**src/rtl/td4_sequencer.sv**
```systemverilog
// Fetch/execute controller for the 4-bit TD4 core: fetches over req/ack, holds the IR,
// and opens the decoder's active-low load enables for exactly one EXEC cycle per instruction.
module td4_sequencer #(
  parameter int ADDR_W  = 4,
  parameter int TIMEOUT = 15,
  parameter int CNT_W   = 8
) (
  input  logic              clk,
  input  logic              reset,
  input  logic              run,
  input  logic              step,
  input  logic [ADDR_W-1:0] pc,
  output logic              imem_req,
  output logic [ADDR_W-1:0] imem_addr,
  input  logic              imem_ack,
  input  logic [7:0]        imem_data,
  output logic [3:0]        dec_opcode,
  output logic [3:0]        dec_imm,
  input  logic [3:0]        load_in,
  output logic [3:0]        load_out,
  output logic              busy,
  output logic              halted,
  output logic              err_illegal,
  output logic              err_timeout,
  output logic [CNT_W-1:0]  instr_count
);

  typedef enum logic [1:0] {IDLE, FETCH, EXEC, HALT} state_e;

  localparam logic [7:0] TimeoutLim = 8'(TIMEOUT);

  state_e             state_q, state_d;
  logic [7:0]         ir_q, ir_d;
  logic [ADDR_W-1:0]  addr_q, addr_d;
  logic               reload_q, reload_d;
  logic               step_mode_q, step_mode_d;
  logic [7:0]         tcnt_q, tcnt_d;
  logic [7:0]         tcnt_inc;
  logic               err_ill_q, err_ill_d;
  logic               err_to_q, err_to_d;
  logic [CNT_W-1:0]   cnt_q, cnt_d;
  logic               illegal;
  logic               self_jump;
  logic [ADDR_W-1:0]  imm_ext;

  assign imm_ext   = ADDR_W'(ir_q[3:0]);
  assign illegal   = (ir_q[7:4] == 4'h8) || (ir_q[7:4] == 4'hA) ||
                     (ir_q[7:4] == 4'hC) || (ir_q[7:4] == 4'hD);
  assign self_jump = (ir_q[7:4] == 4'hF) && (imm_ext == pc);
  assign tcnt_inc  = tcnt_q + 8'd1;

  always_comb begin
    state_d     = state_q;
    ir_d        = ir_q;
    addr_d      = addr_q;
    reload_d    = 1'b0;
    step_mode_d = step_mode_q;
    tcnt_d      = tcnt_q;
    err_ill_d   = err_ill_q;
    err_to_d    = err_to_q;
    cnt_d       = cnt_q;
    imem_req    = 1'b0;
    imem_addr   = addr_q;
    load_out    = 4'b1111;

    case (state_q)
      IDLE: begin
        if (run || step) begin
          state_d     = FETCH;
          addr_d      = pc;
          tcnt_d      = 8'd0;
          step_mode_d = !run && step;
        end
      end
      FETCH: begin
        imem_req = 1'b1;
        // After EXEC the datapath PC only settles now, so pass it through while latching it.
        if (reload_q) begin
          imem_addr = pc;
          addr_d    = pc;
        end
        if (imem_ack) begin
          ir_d    = imem_data;
          state_d = EXEC;
        end else begin
          tcnt_d = tcnt_inc;
          if (tcnt_inc == TimeoutLim) begin
            err_to_d = 1'b1;
            state_d  = HALT;
          end
        end
      end
      EXEC: begin
        if (illegal) begin
          err_ill_d = 1'b1;
          state_d   = HALT;
        end else begin
          load_out = load_in;
          cnt_d    = cnt_q + CNT_W'(1);
          if (self_jump) begin
            state_d = HALT;
          end else if (run && !step_mode_q) begin
            state_d  = FETCH;
            reload_d = 1'b1;
            tcnt_d   = 8'd0;
          end else begin
            state_d = IDLE;
          end
        end
      end
      HALT: begin
        state_d = HALT;
      end
      default: begin
        state_d = IDLE;
      end
    endcase
  end

  always_ff @(posedge clk) begin
    if (reset) begin
      state_q     <= IDLE;
      ir_q        <= 8'h00;
      addr_q      <= '0;
      reload_q    <= 1'b0;
      step_mode_q <= 1'b0;
      tcnt_q      <= 8'd0;
      err_ill_q   <= 1'b0;
      err_to_q    <= 1'b0;
      cnt_q       <= '0;
    end else begin
      state_q     <= state_d;
      ir_q        <= ir_d;
      addr_q      <= addr_d;
      reload_q    <= reload_d;
      step_mode_q <= step_mode_d;
      tcnt_q      <= tcnt_d;
      err_ill_q   <= err_ill_d;
      err_to_q    <= err_to_d;
      cnt_q       <= cnt_d;
    end
  end

  assign dec_opcode  = ir_q[7:4];
  assign dec_imm     = ir_q[3:0];
  assign busy        = (state_q == FETCH) || (state_q == EXEC);
  assign halted      = (state_q == HALT);
  assign err_illegal = err_ill_q;
  assign err_timeout = err_to_q;
  assign instr_count = cnt_q;

endmodule

```
**config.mk**
```make
export PLATFORM = sky130hd
export DESIGN_NAME = td4_sequencer
export DESIGN_NICKNAME = d
export VERILOG_FILES = /design/src/rtl/td4_sequencer.sv
export SDC_FILE = /design/constraint.sdc
export NUM_CORES = 1
export LEC_CHECK = 0
export CAP_MARGIN = 20
export CELL_PAD_IN_SITES_DETAIL_PLACEMENT = 1
export CELL_PAD_IN_SITES_GLOBAL_PLACEMENT = 1
export CORE_MARGIN = 2
export CORE_UTILIZATION = 35
export DETAILED_ROUTE_END_ITERATION = 8
export PLACE_DENSITY_LB_ADDON = 0.1
export SYNTH_ARGS = -nofsm -noshare
export SYNTH_HDL_FRONTEND = slang
export SYNTH_SLANG_ARGS = --single-unit
```
**constraint.sdc**
```tcl
create_clock -name clk -period 2.91 [get_ports clk]
set_input_delay 0.4365 -clock clk [delete_from_list [all_inputs] [get_ports clk]]
set_output_delay 0.4365 -clock clk [all_outputs]
set_load 0.005 [all_outputs]
```
==> summary.txt, run 1 <==
Status
  – Status: completed

Cells and area
  – Final net count: 293
  – Layout area overhead: 36.4%
  – Ant diodes: 0
  – Share of layout cells above drive strength 1: 7.22%
  – Fill cells: 630

Floorplan
  – Die area: 5720 um2
  – Die Y: 75.7 um
  – Num rows: 26
  – Die Wd: 75.7 um
  – Core area: 5040 um2
  – Initial core utilization: 35.6%
  – IO Count: 50

Worst setup path
  – Reg-to-reg critical path endpoint: tcnt_q[7]
  – Critical Path RT: 2470 ps
  – Max FO, Critical Path: 6
  – Worst path cell trace: inv_1 -> ha_1 -> nand2_1 -> mux2_2 -> clkdlybuf4s50_1
  – Worst Setup SP: state_q[1]
  – CP Class: reg2out
  – Critical path endpoint category: output pin
  – Reg2reg start: state_q[0]
  – R2R depth: 8
  – CP max-delay cell: clkdlybuf4s50_1
  – Slowest stage delay, CP: around 460 ps
  – WP data arrival: 2190 ps
  – Crit path launch type: flop
  – R2R Setup Slk: 570 ps

Worst hold path
  – HP Class: reg2reg
  – Hold Path Depth: 2
  – Hold path endpoint: err_timeout
  – Hold_sp: err_timeout

CTS
  – CTS tree: built
  – Hold_buf cts: 0
  – Total CTS buffers: 5
  – Worst-Skew Late Latency: 290 ps
  – CTS clk-pin slew, worst paths: 70 ps
  – Number of H-tree levels: 2
  – Root Driver: clkbuf_8
  – Post-CTS resize count: 0
  – Buffer depth of the longest clock path: 2
  – Clock Sinks: 34
  – Setup bufs post-CTS: 0

Power
  – Leakage power: 0.882 nW
  – Pwr/cell area: between 600 and 700 nW/um2
  – Max VDD drop: 0.358 mV

STA
  – Fmax achieved: 380 MHz
  – Fin crit share: 90.4%
  – Slew Limit Fails: 0
  – Fin Clk Skew: 4.51 ps
  – Min cycle time layout: ~2600 ps
  – Worst rel slew slack: 57.4%
  – Setup TNS: 0 ps
  – Hold Fails Final Rpt: 0
  – Final setup violation count: 0
  – Worst-margin pin slew: 639 ps
  – PnR worst setup slack: between 200 and 300 ps
  – RSZ-0062 raised after global routing: no

Route
  – Routed vias/inst: 5.04
  – Pre-Repair DR Iteration Count: 4
  – Final wirelength: around 4800 um
  – Via Count: approximately 1700
  – WL/cell: 14.5 um
  – Residual DRC: 0
  – Routed Antenna Nets: 0
  – Initial DRC Count: 47

Synth
  – Post-synth EDFFs: 0
  – Post-synthesis async set-or-reset flop share: 0%
  – Synth unique cells: 43
  – Seq cells post-synth: 34
  – Top-count cell post-synth: dfxtp_1
  – Synth Cell Area: between 1500 and 2000 um2
  – Area contributors post-synth: dfxtp_1 38%, ha_1 6.3%, a21oi_1 6.1%
  – Predominant post-synthesis flop cell: dfxtp_1
  – Synth warnings: 0
  – Top cells by count, synth: 34 x dfxtp_1, 28 x nand2_1, 22 x a21oi_1
  – Synth area leader: dfxtp_1
  – Synth top area share: 37.9%
  – Register area share after synthesis: a little under two fifths
  – Syn nets: 239
  – Syn_area_per_cell: roughly 8.6 um2
  – Synth Instances: 209

Run
  – Max_cap viols: 0

Global route
  – Initial antenna violation count: 0
  – Vias in the first global route: 1716
  – Total gr overflow: 0
  – Largest net degree at the start of global routing: 22
  – GRT Total Usage: 18.4%
  – First-pass GRT wire length: 7890 um

Placed design
  – Setup WS pre-CTS: 516 ps
  – Port bufs: 49
  – RD Place Congestion: 0.782
  – DPL Wire Length: between 3000 and 4000 um
## area by class of cell
class	instances	area, um2	share of cell area, %
multi-input cells	161	1050	43.1
flip-flops and latches	34	681	27.8
repair buffers	53	520	21.2
well taps	70	87.6	3.58
clock buffers	7	76.3	3.12
inverters	8	30.0	1.23
## worst max-delay path by stage
stage | depth (start not counted) | end
6_report | 5 | imem_addr[0]
5_1_grt | 5 | imem_addr[0]
4_1_cts | 5 | imem_addr[0]
3_5_place_dp | 7 | tcnt_q[7]
3_3_place_gp | 7 | tcnt_q[7]
2_1_floorplan | 8 | tcnt_q[7]
## through the flow
stage	util, %	power, W	cells	cell area, um2	hold WS (ps)
global placement	47.1	0.00122	326	2370	472
global route	48.6	0.00167	333	2450	526
detailed placement	47.1	0.00123	326	2370	475
finish	48.6	0.00155	333	2450	486
CTS	48.6	0.00157	333	2450	493
floorplan	-	0.000954	209	1800	454
## critical path: cells and delay by family (launching register included)
kind                       cells  cell delay, ps
and+or+nand+nor                1             250
buffers and inverters          2             580
DFF                            1             420
adders and majority gates      1             270
muxes                          1             380
## cell usage in the layout, fill, tap and decap left out, types with 5 or more instances in the layout
cell type         n
nand2b_1          8
a21oi_1          22
clkbuf_8          5
ha_1              9
mux2i_1           5
inv_1             8
dfxtp_1          34
xor2_1            9
a211oi_1          5
nand3_1           7
nor2_1           17
nand2_1          28
clkdlybuf4s50_1  49
## state kept, by name (all words and copies together) (netlist names)
| signal | cells |
|---|---|
| step_mode_q | 1 |
| instr_count | 8 |
| err_illegal | 1 |
| state_q | 2 |
| addr_q | 4 |
| reload_q | 1 |
| ir_q | 8 |
| tcnt_q | 8 |
| err_timeout | 1 |
## power by group
group	internal [W]	switching, W	leakage, nW
Clock	0.000165	0.000171	0.0383
Sequential	0.000524	0.0000587	0.276
Combinational	0.000322	0.000308	0.568
## cells by family after synthesis
family,synth area share [%]
flip-flops,37.9
adder cells (fa/ha/maj),6.27
AND/OR/NAND/NOR,24.2
buffers and inverters,3.41
XOR/XNOR,6.34
multiplexers,5.29
AO/OA/AOI/OAI,16.6
## routing by layer
| layer | routed length, um | global-route usage [%] | vias to the layer above |
|---|---|---|---|
| met5 | 0 | 0 | - |
| met3 | 273 | 6.88 | 7 |
| met4 | 67 | 6.82 | 0 |
| met1 | 2310 | 22.9 | 793 |
| li1 | - | - | 844 |
| met2 | 2180 | 29.1 | 35 |
Note: power is estimated with default switching activity, not from simulation.
==> run 2: changes to the inputs <==
--- a/config.mk
+++ b/config.mk
@@ -11,7 +11,7 @@
 export CORE_MARGIN = 2
 export CORE_UTILIZATION = 35
 export DETAILED_ROUTE_END_ITERATION = 8
-export PLACE_DENSITY_LB_ADDON = 0.1
+export PLACE_DENSITY = 0.88
 export SYNTH_ARGS = -nofsm -noshare
 export SYNTH_HDL_FRONTEND = slang
 export SYNTH_SLANG_ARGS = --single-unit
==> run 2 against run 1 <==
Effect of this change:
- non-clock buffer count shrank 1
- clock-buffer cell count is 2 lower
- sequential power is essentially flat
- maximum frequency down 4.3%
- hold slack lost 14 ps
- setup slack worse by 120 ps
- final area rose by 2.2%
- die area did not move
- combinational power increased by 0.6%
- total power rose by 13%
- critical path depth stayed put
==> summary.txt, run 2 (synthesized netlist as in run 1, its figures left out) <==
Cells and area
  – Final net count: 292 (-0.34%)
  – Final instance area: 2500 um2 (+2.2%)
  – Post-Layout Cell Count: 333 (unchanged)
  – Commonest non-fill, non-tap cell in the layout: clkdlybuf4s50_1
  – Share of layout cells above drive strength 1: 7.98% (+0.76 points)
  – Layout area overhead: 39.3%
  – Most frequent cells in the layout: 49 x clkdlybuf4s50_1, 34 x dfxtp_1, 28 x nand2_1
  – Ant diodes: 0 (unchanged)
  – Fill cells: 601 (-4.6%)

STA
  – Fin crit share: 94.4% (+4.0 points)
  – Final setup violation count: 0 (unchanged)
  – Fmax achieved: 364 MHz (-4.3%)
  – Hold Fails Final Rpt: 0 (unchanged)
  – Fin Clk Skew: 5.91 ps (+1.40 ps)
  – Setup TNS: 0 ps (unchanged)
  – Worst-margin pin slew: 743 ps (+104 ps)
  – PnR worst setup slack: 162 ps (-118 ps)
  – Min cycle time layout: 2750 ps (+118 ps)
  – Worst rel slew slack: 50.3% (-7.1 points)
  – RSZ-0062 raised after global routing: no
  – Slew Limit Fails: 0 (unchanged)
  – Hold Slack: 472 ps (-13.9 ps)

Worst setup path
  – WP data arrival: 2310 ps (+120 ps)
  – Crit path launch type: flop
  – Critical path endpoint category: output pin
  – Critical Path RT: 2470 ps (about the same)
  – CP Class: reg2out
  – Max FO, Critical Path: 14 (+8)

Route
  – Pre-Repair DR Iteration Count: 4 (unchanged)
  – Residual DRC: 0 (unchanged)
  – Final wirelength: 5160 um (+6.7%)
  – Via Count: 1703 (+1.4%)
  – Initial DRC Count: 55 (+17%)
  – Routed vias/inst: 5.11 (+1.4%)
  – Routed Antenna Nets: 0 (unchanged)
  – WL/cell: 15.5 um (+6.7%)

CTS
  – Root Driver: clkbuf_8
  – Total CTS buffers: 5 (unchanged)
  – Buffer depth of the longest clock path: 2 (unchanged)
  – Worst-Skew Late Latency: 290 ps (about the same)
  – Hold_buf cts: 0 (unchanged)
  – Setup bufs post-CTS: 0 (unchanged)
  – Number of H-tree levels: 2 (unchanged)
  – Clock Sinks: 34 (unchanged)
  – CTS clk-pin slew, worst paths: 80 ps (about the same)
  – Post-CTS resize count: 0 (unchanged)
  – CTS tree: built

Global route
  – First-pass GRT wire length: 8360 um (+5.9%)
  – Total gr overflow: 0 (unchanged)
  – Initial antenna violation count: 0 (unchanged)
  – GRT Total Usage: 19.2% (+0.79 points)
  – Vias in the first global route: 1705 (-0.64%)
  – Largest net degree at the start of global routing: 21 (-4.5%)

Worst hold path
  – HP Class: reg2reg

Floorplan
  – Initial core utilization: 35.6% (unchanged)
  – IO Count: 50 (unchanged)
  – Core area: 5040 um2 (unchanged)
  – Num rows: 26 (unchanged)
  – Die Y: 75.7 um (unchanged)
  – Die Wd: 75.7 um (unchanged)
  – Die area: 5720 um2 (unchanged)

Placed design
  – DP Area: 2370 um2 (-0.32%)
  – # placed instances: 325 (-0.31%)
  – Port bufs: 49 (unchanged)
  – Setup WS pre-CTS: 451 ps (-65.1 ps)
  – DPL Wire Length: 3670 um (+1.4%)
  – RD Place Congestion: 0.743 (-5.0%)

Power
  – Pwr/cell area: 698 nW/um2 (+10%)
  – Max VDD drop: 0.416 mV (+16%)
  – Leakage power: 0.907 nW (+2.8%)

Status
  – Status: completed

Run
  – Max_cap viols: 0 (unchanged)
run 2: area by class of cell:
class,count,area (um2),area share [%]
Tap cell,70,87.6,3.50
Inverter,8,30.0,1.20
Sequential cell,34,681,27.2
Timing Repair Buffer,52,513,20.5
Clock buffer,5,68.8,2.75
Multi-Input combinational cell,161,1050,42.1
Clock inverter,3,68.8,2.75
run 2: worst max-delay path, cell delays in order (launching register included):
cell,delay [ps]
dfxtp_1,360
inv_1,130
ha_1,500
nand2_1,260
mux2_2,280
clkdlybuf4s50_1,500
run 2: power by group:
| part | internal (W) | leakage, nW | switching, W |
|---|---|---|---|
| registers | 0.000523 | 0.276 | 0.0000557 |
| clock network | 0.000343 | 0.0683 | 0.000190 |
| logic | 0.000316 | 0.563 | 0.000319 |
run 2: path summary, 6_finish.rpt:
path	from	cells past startpoint	slack (ps)	endpoint
min reg2reg	err_timeout	2	470	err_timeout
min	err_timeout	2	470	err_timeout
max reg2reg	state_q[1]	7	460	tcnt_q[7]
max	state_q[1]	5	160	imem_addr[0]
run 2: stage by stage:
stage | power [W] | util, %
floorplan | 0.000954 | -
global placement | 0.00119 | 46.9
detailed placement | 0.00121 | 46.9
CTS | 0.00176 | 49.7
global route | 0.00185 | 49.7
finish | 0.00175 | 49.7
run 2: routing by layer:
layer  GRT usage, %  vias to the layer above  share of wire [%]
li1               -                      842                  -
met1           24.8                      817                 44
met2           31.3                       36                 49
met3           4.76                        8                4.4
met4           6.43                        0                1.8
met5              0                        -                  0
